`config.mk`:
```
export PLATFORM = sky130hd
export DESIGN_NAME = net_axis_frame_tx
export DESIGN_NICKNAME = d
export VERILOG_FILES = /design/src/rtl/net_axis_frame_tx.sv
export SDC_FILE = /design/constraint.sdc
export NUM_CORES = 1
export LEC_CHECK = 0
export BUFFER_PORTS_ARGS = -buffer_cell sky130_fd_sc_hd__buf_2
export CORE_ASPECT_RATIO = 0.7
export CORE_MARGIN = 2
export CORE_UTILIZATION = 60
export CTS_CLUSTER_DIAMETER = 40
export DETAILED_ROUTE_END_ITERATION = 6
export GPL_TIMING_DRIVEN = 1
export HOLD_SLACK_MARGIN = 0.1
export PLACE_DENSITY = 0.78
export SLEW_MARGIN = 20
export SYNTH_ARGS = -nofsm -noshare
export SYNTH_HDL_FRONTEND = slang
export SYNTH_SLANG_ARGS = --single-unit
```
`constraint.sdc`:
```
create_clock -name m00_axis_aclk -period 4.75 [get_ports m00_axis_aclk]
set_input_delay 0.475 -clock m00_axis_aclk [delete_from_list [all_inputs] [get_ports m00_axis_aclk]]
set_output_delay 0.475 -clock m00_axis_aclk [all_outputs]
set_load 0.02 [all_outputs]
```
`src/rtl/net_axis_frame_tx.sv`:
```
// -----------------------------------------------------------------------------
// net_axis_frame_tx
// Buffers words in a small synchronous FIFO and sends them as fixed-length
// AXI-Stream frames. A frame is started with a one-cycle start pulse. Its
// length comes from cfg_frame_len, and 0 selects C_NET_CELL_COUNT*9+2 beats.
// The last beat carries tlast. Once that beat is accepted, frame_done pulses
// for one cycle.
//
// Optional feature (compile-time macro NET_TX_ZERO_PAD_EN):
//   When the macro is defined and the FIFO runs empty mid-frame, zero pad beats
//   are sent. These beats count toward the frame length.
//   When the macro is undefined, tvalid drops and the frame stalls until more
//   words arrive.
//
// Ports:
//   m00_axis_aclk    in   clock (rising edge)
//   m00_axis_areset  in   synchronous active-high reset
//   push, push_data  in   write one word into the FIFO (dropped when full)
//   full             out  FIFO holds C_FIFO_DEPTH words
//   start            in   one-cycle frame request (honoured only when idle)
//   cfg_frame_len    in   beats per frame, 0 = default length
//   busy             out  frame in progress (STREAM or DONE)
//   frame_done       out  one-cycle pulse after the tlast beat is accepted
//   m00_axis_t*      out  AXI-Stream master: tvalid/tdata/tstrb/tlast
//   m00_axis_tready  in   downstream ready
// -----------------------------------------------------------------------------
module net_axis_frame_tx #(
  parameter int C_M00_AXIS_TDATA_WIDTH = 32,
  parameter int C_FIFO_DEPTH           = 16,
  parameter int C_NET_CELL_COUNT       = 100
) (
  input  logic                                m00_axis_aclk,
  input  logic                                m00_axis_areset,
  input  logic                                push,
  input  logic [C_M00_AXIS_TDATA_WIDTH-1:0]   push_data,
  output logic                                full,
  input  logic                                start,
  input  logic [15:0]                         cfg_frame_len,
  output logic                                busy,
  output logic                                frame_done,
  output logic                                m00_axis_tvalid,
  output logic [C_M00_AXIS_TDATA_WIDTH-1:0]   m00_axis_tdata,
  output logic [C_M00_AXIS_TDATA_WIDTH/8-1:0] m00_axis_tstrb,
  output logic                                m00_axis_tlast,
  input  logic                                m00_axis_tready
);

  localparam int          C_W           = C_M00_AXIS_TDATA_WIDTH;
  localparam int          C_AW          = $clog2(C_FIFO_DEPTH);
  localparam logic [15:0] C_DEFAULT_LEN = 16'(C_NET_CELL_COUNT * 9 + 2);

  typedef enum logic [1:0] {
    S_IDLE,
    S_STREAM,
    S_DONE
  } state_t;

  // FIFO storage and bookkeeping
  logic [C_W-1:0]  r_mem [C_FIFO_DEPTH];
  logic [C_AW-1:0] r_wr_ptr;
  logic [C_AW-1:0] r_rd_ptr;
  logic [C_AW:0]   r_count;

  // Frame control
  state_t          r_state;
  logic [15:0]     r_len;
  logic [15:0]     r_beat_cnt;
  logic            r_busy;
  logic            r_frame_done;

  logic            w_empty;
  logic            w_full;
  logic            w_push_ok;
  logic            w_pad;
  logic            w_tvalid;
  logic            w_accept;
  logic            w_pop;
  logic            w_last_beat;

  assign w_empty   = (r_count == '0);
  assign w_full    = (r_count == (C_AW + 1)'(C_FIFO_DEPTH));
  assign w_push_ok = push && !w_full;

`ifdef NET_TX_ZERO_PAD_EN
  // A pad beat that has been offered but not yet taken keeps being offered,
  // even if a word is pushed meanwhile. Without this, tdata would change
  // from 0 to the new word while tvalid is high and tready is low.
  logic r_pad_hold;

  assign w_pad = (r_state == S_STREAM) && (w_empty || r_pad_hold);

  always_ff @(posedge m00_axis_aclk) begin
    if (m00_axis_areset) begin
      r_pad_hold <= 1'b0;
    end else begin
      r_pad_hold <= w_pad && !m00_axis_tready;
    end
  end
`else
  assign w_pad = 1'b0;
`endif

  // tvalid follows FIFO occupancy directly, so the head word is presented
  // with no extra latency. Stability while stalled comes for free: the head
  // word only changes on a pop, and a pop needs tready.
  assign w_tvalid    = (r_state == S_STREAM) && (!w_empty || w_pad);
  assign w_accept    = w_tvalid && m00_axis_tready;
  assign w_pop       = w_accept && !w_pad;
  assign w_last_beat = (r_beat_cnt == r_len - 16'd1);

  assign m00_axis_tvalid = w_tvalid;
  assign m00_axis_tdata  = (w_tvalid && !w_pad) ? r_mem[r_rd_ptr] : '0;
  assign m00_axis_tstrb  = {(C_W / 8){w_tvalid}};
  assign m00_axis_tlast  = w_tvalid && w_last_beat;
  assign full            = w_full;
  assign busy            = r_busy;
  assign frame_done      = r_frame_done;

  // FIFO storage has no reset, so it can map onto memory primitives.
  always_ff @(posedge m00_axis_aclk) begin
    if (w_push_ok) begin
      r_mem[r_wr_ptr] <= push_data;
    end
  end

  always_ff @(posedge m00_axis_aclk) begin
    if (m00_axis_areset) begin
      r_wr_ptr <= '0;
      r_rd_ptr <= '0;
      r_count  <= '0;
    end else begin
      if (w_push_ok) begin
        r_wr_ptr <= r_wr_ptr + C_AW'(1);
      end
      if (w_pop) begin
        r_rd_ptr <= r_rd_ptr + C_AW'(1);
      end
      case ({w_push_ok, w_pop})
        2'b10:   r_count <= r_count + (C_AW + 1)'(1);
        2'b01:   r_count <= r_count - (C_AW + 1)'(1);
        default: r_count <= r_count;
      endcase
    end
  end

  // Frame FSM. busy and frame_done are registered alongside the state.
  always_ff @(posedge m00_axis_aclk) begin
    if (m00_axis_areset) begin
      r_state      <= S_IDLE;
      r_len        <= '0;
      r_beat_cnt   <= '0;
      r_busy       <= 1'b0;
      r_frame_done <= 1'b0;
    end else begin
      r_frame_done <= 1'b0;
      case (r_state)
        S_IDLE: begin
          if (start) begin
            r_len      <= (cfg_frame_len == 16'd0) ? C_DEFAULT_LEN : cfg_frame_len;
            r_beat_cnt <= '0;
            r_busy     <= 1'b1;
            r_state    <= S_STREAM;
          end
        end
        S_STREAM: begin
          if (w_accept) begin
            r_beat_cnt <= r_beat_cnt + 16'd1;
            if (w_last_beat) begin
              r_frame_done <= 1'b1;
              r_state      <= S_DONE;
            end
          end
        end
        S_DONE: begin
          r_busy  <= 1'b0;
          r_state <= S_IDLE;
        end
        default: begin
          r_busy  <= 1'b0;
          r_state <= S_IDLE;
        end
      endcase
    end
  end

endmodule
```
**Yosys cells after proc, flatten, opt, wreduce, memory -nomap -nowiden**

Memory sizes are Yosys's and may differ from the RTL's. A register that Yosys moved wholly into a read port is not among the register bits.
Cells that the tools add are included.

- Register bits: 49
- RAM bits: 512
- Input bits: 53
- Output and inout bits: 41
- Memories kept: 1

Memories:

| name | depth | width | read ports | clocked after memory_dff | write ports | line | RTL |
|---|---|---|---|---|---|---|---|
| r_mem | 16 | 32 | 1 | 1 | 1 | 59 | `logic [C_W-1:0] r_mem [C_FIFO_DEPTH];` |

- Add/subtract/negate cells: 6
- Eq/ne operators: 8
- Muxes and demuxes: 17
- Bitwise logic cells: 2
- Reductions and logical operators: 16

Operators by type and width:

| operator | number |
|---|---|
| $mux W16 | 3 |
| $mux W32 | 1 |
| $pmux W16 S2 | 1 |
| $add A16 B1 Y16 const B | 1 |
| $eq A16 B16 Y1 | 1 |
| $logic_not A16 Y1 | 1 |
| $sub A16 B1 Y16 const B | 1 |
| $pmux W5 S2 | 1 |
| $add A4 B1 Y4 const B | 2 |
| $mux W4 | 2 |
| $mux W2 | 3 |
| $ne A2 B2 Y1 const B | 3 |
| $reduce_and A3 Y1 | 2 |
| $add A5 B1 Y5 const B | 1 |
| $eq A5 B5 Y1 const B | 1 |
| $logic_not A5 Y1 | 1 |
| $sub A5 B1 Y5 const B | 1 |
| $eq A2 B1 Y1 const B | 2 |
| $logic_and A1 B1 Y1 | 4 |
| $mux W1 | 4 |
| $pmux W2 S2 | 1 |
| $reduce_and A2 Y1 | 2 |
| $reduce_bool A2 Y1 | 2 |
| $reduce_or A3 Y1 | 1 |
| 5 further kinds | 7 |

**Logic depth before layout (Yosys ltp)**

Gate-level depths: netlist of run 1.

- Depth in word-level cells: 6
- Depth in mapped cells: 13
- Mapped depth without buffers: 12

**Worst setup path after synthesis of run 1**

No wires, ideal clock.

- Path kind: register -> register
- Start point: register r_count[0]
- End point: memory r_mem[3][0] (netlist bit), enable pin
- Library setup time: 461 ps
- Arrival time: 3309 ps
- Setup slack: 980 ps
- Cell stages (with the launch flop): 7
- Clock period less this slack: 3770 ps
- Path through: dfxtp_1 -> nor4_1 -> nand2_1 -> and2_1 -> clkbuf_1 -> nand2_1 -> nor3_1

- Longest elaborated chain between the ends: 5

Ends and longest elaborated chain:

| item | line | RTL |
|---|---|---|
| start, declared | 62 | `logic [C_AW:0] r_count;` |
| start signal, assigned | 139 | `2'b10: r_count <= r_count + (C_AW + 1)'(1);` |
| start signal, assigned | 140 | `2'b01: r_count <= r_count - (C_AW + 1)'(1);` |
| start signal, assigned | 141 | `default: r_count <= r_count;` |
| $eq A5 B5 Y1 | 81 | `assign w_full = (r_count == (C_AW + 1)'(C_FIFO_DEPTH));` |
| $logic_not A1 Y1 | 82 | `assign w_push_ok = push && !w_full;` |
| $logic_and A1 B1 Y1 | 82 |  |
| $mux W1 | 121 | `if (w_push_ok) begin` |
| $mux W1 (not written as such) | 122 | `r_mem[r_wr_ptr] <= push_data;` |
| end, declared | 59 |  |

No other way between the ends.

==> run metrics, run 1 <==
crit path launch type=flop; WP depth=5; vias=approximately 11000; FF+latch count, synth=roughly 570; critical path arrival=approximately 3.3 ns; Critical Path Sink Type=output port; Num CTS Buffers=54; Initial DRT Pass Iterations=5; crit-path max FO=48; Slowest cell on crit path=dfxtp_4; peak supply drop=approximately 0.35 mV; final setup violation count=0; CTS resizes=0; final worst slack=slightly above 0.9 ns; Synth Area in XOR/XNOR=0.0166; main combinational cell family by area after synthesis=multiplexers; gr ovfl total=0; Post-DP HPWL=approximately 26000 um; setup_tns=0 ns; final worst path period share=0.804; critical path cell sequence=buf_12 > mux4_2 > mux4_2 > nor2b_1 > buf_2; routed wire length=approximately 49000 um; P_leak=between 8 and 9 nW; Horiz. Die Dim=approximately 230 um; clk_skew=around 0.016 ns; Rows=58; Die Footprint=a little under 40000 sq um; worst setup path class=reg2out; r2r setup slk=between 1.5 and 2 ns; Max-Cap Viols=0; unrepaired setup endpoints after global routing=no; Avg Cell Area, Syn=approximately 20 sq um; share of cells above drive strength 1=0.317; syn nets=1150; Hold Path Class=in2reg; Least-Margin Pin Slew=around 1.1 ns; Hold Path Stages=2; Fmax achieved=0.262 GHz; PwrDens=between 400 and 500 nW/um^2; area leader, netlist=edfxtp_1; Netlist cell types=52; status=complete, no violations; vias per cell=between 6 and 7; Initial Util=0.613; Bufs and invs on worst path=2; IO Pins=between 90 and 100; CTS max path bufs=3; Post-Synth Simple-Gate Area=0.0468; dominant cells by area after synthesis=edfxtp_1 (69%), mux4_2 (16%), dfxtp_1 (4.8%); Net count, final=between 1000 and 1500; GPL Wtd Cong=approximately 0.83; adder-cell share of the synthesized area=0.00710; critical path required time=4.28 ns; Worst path most repeated cell=mux4_2; Compound-Gate Fraction of Synth Area=0.0128; final number of max-transition violations=0; commonest non-fill, non-tap cells in the layout=edfxtp_1 (512), mux4_2 (160), buf_2 (93); R2R cell count=11; Yosys Warn Count=0; CTS tree=yes; Die H=between 150 and 200 um; slowest stage delay, CP=roughly 0.80 ns; Yosys top cell area share=0.692; CTS Hold Bufs=6; fin crit period=between 3 and 4 ns; clk sinks=565; Top delay family on crit path=multiplexers; vias in the first global route=about 11000; Avg WL per Cell=approximately 28 um; Filler cells=between 2000 and 2500; Placement Setup Slack=1.48 ns; commonest non-fill, non-tap cell in the layout=edfxtp_1; post-synthesis mux area share=0.164; Slew HR=0.273; Cell Area, Synth=22200 sq um; Synth-to-Final Area Change=13.9%; final hold vios=0; Syn Inst Count=~1100; Seq/Total Area, Yosys=0.740; Core Region=36200 sq um; largest net degree at the start of global routing=a little over 70; PnR Total Power=around 0.011 W; # port buffers=93; DRC viols=0; Reg clk slew, reported paths=0.06 ns; All-Layer GR Usage=0.263; initial antenna violation count=1; H-tree Lvls=2; setup bufs post-CTS=0; Root Driver=clkbuf_16; Detailed Route Iter0 Violations=about 1200; first-pass GRT wire length=72000 um; Clk Latency, worst-skew pair=a little under 0.6 ns; Antenna Nets Post-Route=0
flip-flops by register name (all words and copies together) (netlist names), named ones only:
name and flops:
r_len 16, r_beat_cnt 16, r_wr_ptr 4, frame_done 1
busy 1, r_count 5, r_state 2, r_rd_ptr 4
r_mem 512
metal layers:
layer	vias to the layer above	routed length, um	global-route usage
met5	-	0	0
met2	561	23900	0.421
li1	4687	-	-
met4	0	916	0.0719
met1	5768	19800	0.384
met3	63	3960	0.0452
worst register-to-register path: cells and delay by family, from the launching register on:
family | cells | cell delay (ns)
flip-flops | 1 | 0.36
adder cells (fa/ha/maj) | 2 | 0.73
AO/OA/AOI/OAI | 4 | 0.63
XOR/XNOR | 1 | 0.10
AND/OR/NAND/NOR | 3 | 1.18
buffers and inverters | 1 | 0.11
cells by family (layout without fill, tap and decap cells):
family	count (synthesis)	after routing
flip-flops	565	565
AND/OR/NAND/NOR	195	195
multiplexers	164	164
buffers and inverters	66	236
XOR/XNOR	42	42
AO/OA/AOI/OAI	41	41
adder cells (fa/ha/maj)	12	12
other	0	1
power breakdown:
group	leakage (nW)	internal [W]	switching, W
clock network	0.889	0.00251	0.00185
logic	2.14	0.000275	0.000350
registers	5.06	0.00549	0.0000533
layout make-up:
cell class / count / area, sq um / area share
Clock inverter: 34 / 334 / 0.0132
Tap cell: 480 / 601 / 0.0237
Antenna cell: 1 / 2.50 / 0.0000989
Multi-Input combinational cell: 454 / 5610 / 0.222
Timing Repair Buffer: 125 / 783 / 0.0310
Inverter: 12 / 47.5 / 0.00188
Sequential cell: 565 / 16400 / 0.650
Clock buffer: 65 / 1480 / 0.0584
cell usage after synthesis (all sizes together):
| cell | number |
|---|---|
| dfxtp | 53 |
| ha | 11 |
| o311a | 1 |
| nor3b | 4 |
| or3 | 3 |
| xor2 | 22 |
| a21oi | 14 |
| nand3 | 9 |
| nor3 | 20 |
| nand3b | 2 |
| edfxtp | 512 |
| nor2 | 63 |
| o21ai | 7 |
| inv | 12 |
| a21o | 3 |
| o22ai | 1 |
| mux2i | 4 |
| mux4 | 160 |
| nand2 | 23 |
| o311ai | 1 |
| and3 | 3 |
| a41o | 1 |
| buf | 25 |
| xnor2 | 20 |
| nand4 | 8 |
| or2 | 2 |
| and2 | 1 |
| a31oi | 1 |
| or3b | 1 |
| nor4 | 7 |
| and4 | 3 |
| a211o | 2 |
| a211oi | 1 |
| nor2b | 34 |
| clkbuf | 29 |
| fa | 1 |
| or4 | 3 |
| a22o | 8 |
| nand2b | 7 |
| and3b | 1 |
| nand4b | 1 |
| a41oi | 1 |
metrics by stage:
step	std cells	hold slack (ns)	instance area, sq um	utilization
6_report	1736	0.133	25300	0.699
5_1_grt	1735	0.104	25300	0.699
4_1_cts	1735	0.102	25300	0.699
3_5_place_dp	1630	0.503	23400	0.647
3_3_place_gp	1630	0.496	23400	0.647
2_1_floorplan	1085	0.467	22200	-
worst paths after layout:
| path | startpoint | endpoint |
|---|---|---|
| max | flop | m00_axis_tdata[15] |
| min | cfg_frame_len[15] | r_len[15] |
| max reg2reg | r_count[0] | r_count[4] |
| min reg2reg | r_len[14] | r_len[14] |
No activity file was read; power rests on OpenSTA's default activity.
==> inputs of run 2 (changes only) <==
--- a/config.mk
+++ b/config.mk
@@ -8,12 +8,12 @@
 export BUFFER_PORTS_ARGS = -buffer_cell sky130_fd_sc_hd__buf_2
 export CORE_ASPECT_RATIO = 0.7
 export CORE_MARGIN = 2
-export CORE_UTILIZATION = 60
+export CORE_UTILIZATION = 55
 export CTS_CLUSTER_DIAMETER = 40
 export DETAILED_ROUTE_END_ITERATION = 6
 export GPL_TIMING_DRIVEN = 1
 export HOLD_SLACK_MARGIN = 0.1
-export PLACE_DENSITY = 0.78
+export PLACE_DENSITY = 0.75
 export SLEW_MARGIN = 20
 export SYNTH_ARGS = -nofsm -noshare
 export SYNTH_HDL_FRONTEND = slang
==> constraint.sdc (replaced) <==
create_clock -name m00_axis_aclk -period 3.1 [get_ports m00_axis_aclk]
set_input_delay 0.31 -clock m00_axis_aclk [delete_from_list [all_inputs] [get_ports m00_axis_aclk]]
set_output_delay 0.31 -clock m00_axis_aclk [all_outputs]
set_load 0.02 [all_outputs]
==> run 2 against run 1 <==
  * Clock power grew 49%
  * Combinational power grew 74%
  * Wire length shrank 1.3%
  * Setup slack lost 0.89 ns
  * Critical endpoint is now m00_axis_tlast
  * Largest cell class unchanged
  * Hold slack gained 0.0045 ns
  * Sequential power grew 53%
  * Global-route usage shrank 3.2 points
  * Sequential cell count is the same
==> run metrics, run 2 (same netlist as run 1, synthesis figures left out) <==
status=complete, no violations (unchanged); Detailed Route Iter0 Violations=1281 (was 1248); Rows=61 (was 58); Critical Path Sink Type=output port (unchanged); Antenna Nets Post-Route=0 (unchanged); Placement Setup Slack=0.171 ns (was 1.48 ns); Initial DRT Pass Iterations=5 (unchanged); peak supply drop=0.494 mV (was 0.354 mV); largest net degree at the start of global routing=35 (was 71); unrepaired setup endpoints after global routing=yes (was no); final hold vios=0 (unchanged); Max-Cap Viols=0 (unchanged); Die H=172 um (was 165 um); Fmax achieved=between 0.3 and 0.4 GHz; final setup violation count=0 (unchanged); commonest non-fill, non-tap cells in the layout=edfxtp_1 (512), mux4_2 (160), buf_2 (91) (was edfxtp_1 (512), mux4_2 (160), buf_2 (93)); largest register by flop count=r_mem (unchanged); clk sinks=565 (unchanged); combinational share of power=0.068 (was 0.059); Post-Route Utilization=0.660 (was 0.699); top flop regs=r_mem (512), r_beat_cnt (16), r_len (16) (unchanged); final number of max-transition violations=0 (unchanged); Num CTS Buffers=55 (was 54); critical path arrival=2.75 ns (was 3.34 ns); CTS tree=yes (unchanged); final worst path period share=0.986; crit-path max FO=4 (was 48); Pint=0.0126 W (was 0.00828 W); commonest non-fill, non-tap cell in the layout=edfxtp_1 (unchanged); Psw=0.00345 W (was 0.00225 W); H-tree Lvls=2 (unchanged); DRC viols=0 (unchanged); IO Pins=94 (unchanged); critical path required time=2.79 ns (was 4.28 ns); max FFs per register=512 (unchanged); Horiz. Die Dim=244 um (was 234 um); routed wire length=47900 um (was 48500 um); Avg WL per Cell=25.7 um (was 28.0 um); crit path launch type=flop (unchanged); final worst slack=0.0420 ns (was 0.931 ns); vias per cell=6.06 (was 6.38); Filler cells=2527 (was 2169); Root Driver=clkbuf_16 (unchanged); Least-Margin Pin Slew=0.681 ns (was 1.09 ns); Clock Power Share=0.404 (was 0.414); multi-input logic area=5700 sq um (was 5610 sq um); Synth-to-Final Area Change=18.2% (was 13.9%); storage element area=16400 sq um (about the same); Post-DP HPWL=26700 um (was 26100 um); GPL Wtd Cong=0.775 (was 0.827); Slew HR=0.544 (was 0.273); CTS max path bufs=3 (unchanged); sequential power share=0.528 (was 0.527); first-pass GRT wire length=70900 um (was 72000 um); Reg clk slew, reported paths=0.06 ns (about the same); Clk Latency, worst-skew pair=0.59 ns (about the same); worst hold margin=0.137 ns (was 0.133 ns); Die Footprint=42000 sq um (was 38600 sq um); Hold Path Class=in2reg (unchanged); # port buffers=93 (unchanged); Initial Util=0.559 (was 0.613); Net count, final=1353 (was 1277); initial antenna violation count=0 (was 1); P_leak=8.43 nW (was 8.08 nW); All-Layer GR Usage=0.231 (was 0.263); clk_skew=0.0178 ns (was 0.0159 ns); share of cells above drive strength 1=0.331 (was 0.317); fin crit period=just over 3 ns; switching fraction of total power=0.215 (was 0.214); worst setup path class=reg2out (unchanged); Core Region=39800 sq um (was 36200 sq um); vias=11300 (was 11100); PwrDens=612 nW/um^2 (was 416 nW/um^2); vias in the first global route=11400 (was 11200); ANT cells=0 (was 1); gr ovfl total=0 (unchanged)
[run 2: critical path, cell delays in order (launching register included)]
cell and delay, ns:
dfxtp_1 0.34, or4_4 0.59, nor2_4 0.13, xor2_1 0.07
o311a_1 0.35, nor4_4 0.31, and3_4 0.23, buf_4 0.14
[run 2: worst paths after layout]
kind | start | endpoint | slack (ns) | cells after the start
max reg2reg | r_count[1] | r_count[4] | 0.22 | 11
min reg2reg | r_rd_ptr[1] | flop | 0.50 | 2
min | push_data[6] | r_mem[9][6] | 0.14 | 1
max | r_len[1] | m00_axis_tlast | 0.04 | 7
[run 2: per-layer routing]
metal / GRT usage / routed length (um) / up-vias
met5: 0 / 0 / -
met3: 0.0476 / 3570 / 68
met1: 0.336 / 20400 / 5899
met2: 0.369 / 23200 / 491
li1: - / - / 4838
met4: 0.0525 / 793 / 0
[run 2: layout make-up]
cell class              count  share of cell area
flip-flops and latches    565               0.626
multi-input cells         454               0.217
repair buffers            200              0.0632
clock buffers              68              0.0543
well taps                 535              0.0255
clock inverters            29              0.0118
inverters                  12             0.00181
[run 2: timing repair]
| item | in CTS | in global routing |
|---|---|---|
| hold endpoints to repair | 474 | 0 |
| resized for setup | 12 | 8 |
| gates cloned | 0 | 1 |
| endpoints found under the setup margin | 18 | 27 |
| setup buffers | 2 | 5 |
| pin swaps | 3 | 1 |
| hold buffers | 48 | 0 |
[run 2: power by group through the flow]
| stage | clock network (W) | registers (W) | logic [W] |
|---|---|---|---|
| after global placement | 0 | 0.00864 | 0.000969 |
| after floorplan | 0 | 0.00863 | 0.000643 |
| after detailed placement | 0 | 0.00865 | 0.000994 |
| after CTS | 0.00659 | 0.00849 | 0.00106 |
| final | 0.00650 | 0.00848 | 0.00109 |
| after global routing | 0.00690 | 0.00849 | 0.00118 |
[run 2: stage by stage]
stage	total power [W]	TNS (ns)	cells	area [sq um]
2_1_floorplan	0.00927	0	1085	22200
3_3_place_gp	0.00961	0	1710	23900
3_5_place_dp	0.00964	0	1710	23900
4_1_cts	0.0161	-0.120	1857	26200
5_1_grt	0.0166	-0.0884	1863	26300
6_report	0.0161	0	1863	26300
==> inputs of run 3 (changes only) <==
--- a/config.mk
+++ b/config.mk
@@ -8,12 +8,13 @@
 export BUFFER_PORTS_ARGS = -buffer_cell sky130_fd_sc_hd__buf_2
 export CORE_ASPECT_RATIO = 0.7
 export CORE_MARGIN = 2
-export CORE_UTILIZATION = 55
+export CORE_UTILIZATION = 58
+export CTS_BUF_LIST = sky130_fd_sc_hd__clkbuf_4 sky130_fd_sc_hd__clkbuf_8
 export CTS_CLUSTER_DIAMETER = 40
 export DETAILED_ROUTE_END_ITERATION = 6
 export GPL_TIMING_DRIVEN = 1
 export HOLD_SLACK_MARGIN = 0.1
-export PLACE_DENSITY = 0.75
+export PLACE_DENSITY = 0.79
 export SLEW_MARGIN = 20
 export SYNTH_ARGS = -nofsm -noshare
 export SYNTH_HDL_FRONTEND = slang
==> run 3 against run 2 <==
  * The flow now finishes with violations (negative setup slack)
  * Clock-buffer cell count increased by 53
  * Clock skew increased by 0.011 ns
  * Critical path depth unchanged
  * Critical path type unchanged
  * Critical endpoint unchanged
  * Highest routed layer unchanged
==> run metrics, run 3 (same netlist as run 1, synthesis figures left out) <==
Post-DP HPWL=26300 um (was 26700 um); Max-Cap Viols=0 (unchanged); largest net degree at the start of global routing=53 (was 35); Filler cells=2135 (was 2527); Fmax achieved=0.316 GHz (was 0.327 GHz); first-pass GRT wire length=74100 um (was 70900 um); failing checks=negative setup slack; max FFs per register=512 (unchanged); setup_tns=-0.236 ns (was 0 ns); WP depth=7 (unchanged); routed wire length=50500 um (was 47900 um); RR Endpoint=r_count[4] (unchanged); Reg2Reg Launch Point=r_count[0] (was r_count[1]); Least-Margin Pin Slew=0.731 ns (was 0.681 ns); ANT cells=0 (unchanged); largest register by flop count=r_mem (unchanged); vias=11700 (was 11300); status=finished with violations (was complete, no violations); Critical Path Sink Type=output port (unchanged); PwrDens=585 nW/um^2 (was 612 nW/um^2); clk sinks=565 (unchanged); P_leak=8.71 nW (was 8.43 nW); unrepaired setup endpoints after global routing=yes (unchanged); R2R cell count=11 (unchanged); Non-Filler Instances=1880 (was 1863); Clk Latency, worst-skew pair=0.67 ns (was 0.59 ns); Initial Util=0.593 (was 0.559); critical path arrival=2.86 ns (was 2.75 ns); Reg clk slew, reported paths=0.06 ns (about the same); Avg WL per Cell=26.9 um (was 25.7 um); Horiz. Die Dim=238 um (was 244 um); PnR Total Power=0.0157 W (was 0.0161 W); final setup violation count=6 (was 0); final worst path period share=1.02 (was 0.986); r2r setup slk=0.14 ns (was 0.22 ns); All-Layer GR Usage=0.257 (was 0.231); IO Pins=94 (unchanged); Synth-to-Final Area Change=20.7% (was 18.2%); clk_skew=0.0288 ns (was 0.0178 ns); DRC viols=0 (unchanged); slowest stage delay, CP=0.59 ns (about the same); Die Footprint=39900 sq um (was 42000 sq um); Hold Path Class=in2reg (unchanged); Initial DRT Pass Iterations=5 (unchanged); worst hold margin=0.128 ns (was 0.137 ns); Rows=59 (was 61); top flop regs=r_mem (512), r_beat_cnt (16), r_len (16) (unchanged); Final Cell Area=26800 sq um (was 26300 sq um); initial antenna violation count=0 (unchanged); Num CTS Buffers=83 (was 55); CTS tree=yes (unchanged); crit-path max FO=5 (was 4); share of cells above drive strength 1=0.371 (was 0.331); Antenna Nets Post-Route=0 (unchanged); final hold vios=0 (unchanged); Root Driver=clkbuf_8 (was clkbuf_16); Top delay family on crit path=simple AND/OR/NAND/NOR gates (unchanged); Net count, final=1393 (was 1353); crit path launch type=flop (unchanged); Slew HR=0.512 (was 0.544); CP endpoint=m00_axis_tlast (unchanged); vias per cell=6.21 (was 6.06); Slowest cell on crit path=or4_4 (unchanged); Placed Instances=1656 (was 1710); peak supply drop=0.459 mV (was 0.494 mV); vias in the first global route=11700 (was 11400); gr ovfl total=0 (unchanged); H-tree Lvls=3 (was 2); Detailed Route Iter0 Violations=1410 (was 1281); Worst Setup SP=r_len[0] (was r_len[1]); Bufs and invs on worst path=1 (unchanged); fin crit period=3.17 ns (was 3.06 ns); final worst slack=-0.0661 ns (was 0.0420 ns); Die H=168 um (was 172 um); CTS max path bufs=3 (unchanged); # port buffers=93 (unchanged); Core Region=37400 sq um (was 39800 sq um); Placed Area=23800 sq um (was 23900 sq um); critical path required time=2.79 ns (about the same); GPL Wtd Cong=0.838 (was 0.775); critical path cell sequence=or4_4 > nor2_4 > xor2_1 > o311a_1 > nor4_4 > and3_4 > buf_6 (was or4_4 > nor2_4 > xor2_1 > o311a_1 > nor4_4 > and3_4 > buf_4); commonest non-fill, non-tap cells in the layout=edfxtp_1 (512), mux4_2 (160), clkbuf_8 (90) (was edfxtp_1 (512), mux4_2 (160), buf_2 (91)); final number of max-transition violations=0 (unchanged); worst setup path class=reg2out (unchanged); commonest non-fill, non-tap cell in the layout=edfxtp_1 (unchanged)
-- run 3: cell types whose count changed in the layout (fill, tap and decap cells not counted), moves of 9 or more --
cell       before  now
clkbuf_8        0   90
nor2b_4         0   10
nor2b_1        33   20
clkbuf_4        1   31
buf_16          1   13
buf_6           1   16
buf_4          39   30
clkbuf_16      56    7
buf_2          91   71
clkbuf_1       13    0
-- run 3: repair_timing --
| item | in CTS | in global routing |
|---|---|---|
| setup buffers | 6 | 2 |
| resized for setup | 32 | 55 |
| hold buffers | 50 | 0 |
| cloned | 10 | 7 |
| pin swaps | 3 | 1 |
| endpoints found under the setup margin | 27 | 34 |
| endpoints found under the hold margin | 532 | 0 |
-- run 3: layer usage --
layer	global-route usage	share of wire
met1	0.387	0.42
met2	0.392	0.48
met3	0.0513	0.086
met4	0.0695	0.015
met5	0	0
-- run 3: final cells by class --
cell class              count  area [sq um]  area share
repair buffers            212          2290      0.0854
well taps                 488           611      0.0228
clock buffers             121          1470      0.0549
clock inverters            28           173     0.00644
multi-input cells         454          5770       0.215
inverters                  12          47.5     0.00177
flip-flops and latches    565         16400       0.613
-- run 3: through the flow --
| step | util | setup WS (ns) |
|---|---|---|
| floorplan | - | 0.141 |
| global placement | 0.636 | 0.189 |
| detailed placement | 0.636 | 0.184 |
| CTS | 0.706 | -0.0688 |
| global route | 0.716 | -0.166 |
| finish | 0.716 | -0.0661 |
-- run 3: how the worst min path moves through the flow --
stage	slack, ns	cells after the start	startpoint	end
after detailed placement	0.50	2	r_rd_ptr[1]	flop
after floorplan	0.41	0	push_data[0]	r_mem[0][0]
after CTS	0.10	2	m00_axis_areset	r_wr_ptr[3]
after global placement	0.49	2	r_rd_ptr[1]	flop
after global routing	0.13	2	m00_axis_areset	flop
final	0.13	2	m00_axis_areset	flop
-- run 3: power by group --
group / leakage [nW] / switching [W] / total [W] / internal [W]
clock network: 0.870 / 0.00278 / 0.00592 / 0.00314
logic: 2.78 / 0.000648 / 0.00128 / 0.000632
registers: 5.06 / 0.0000651 / 0.00849 / 0.00842
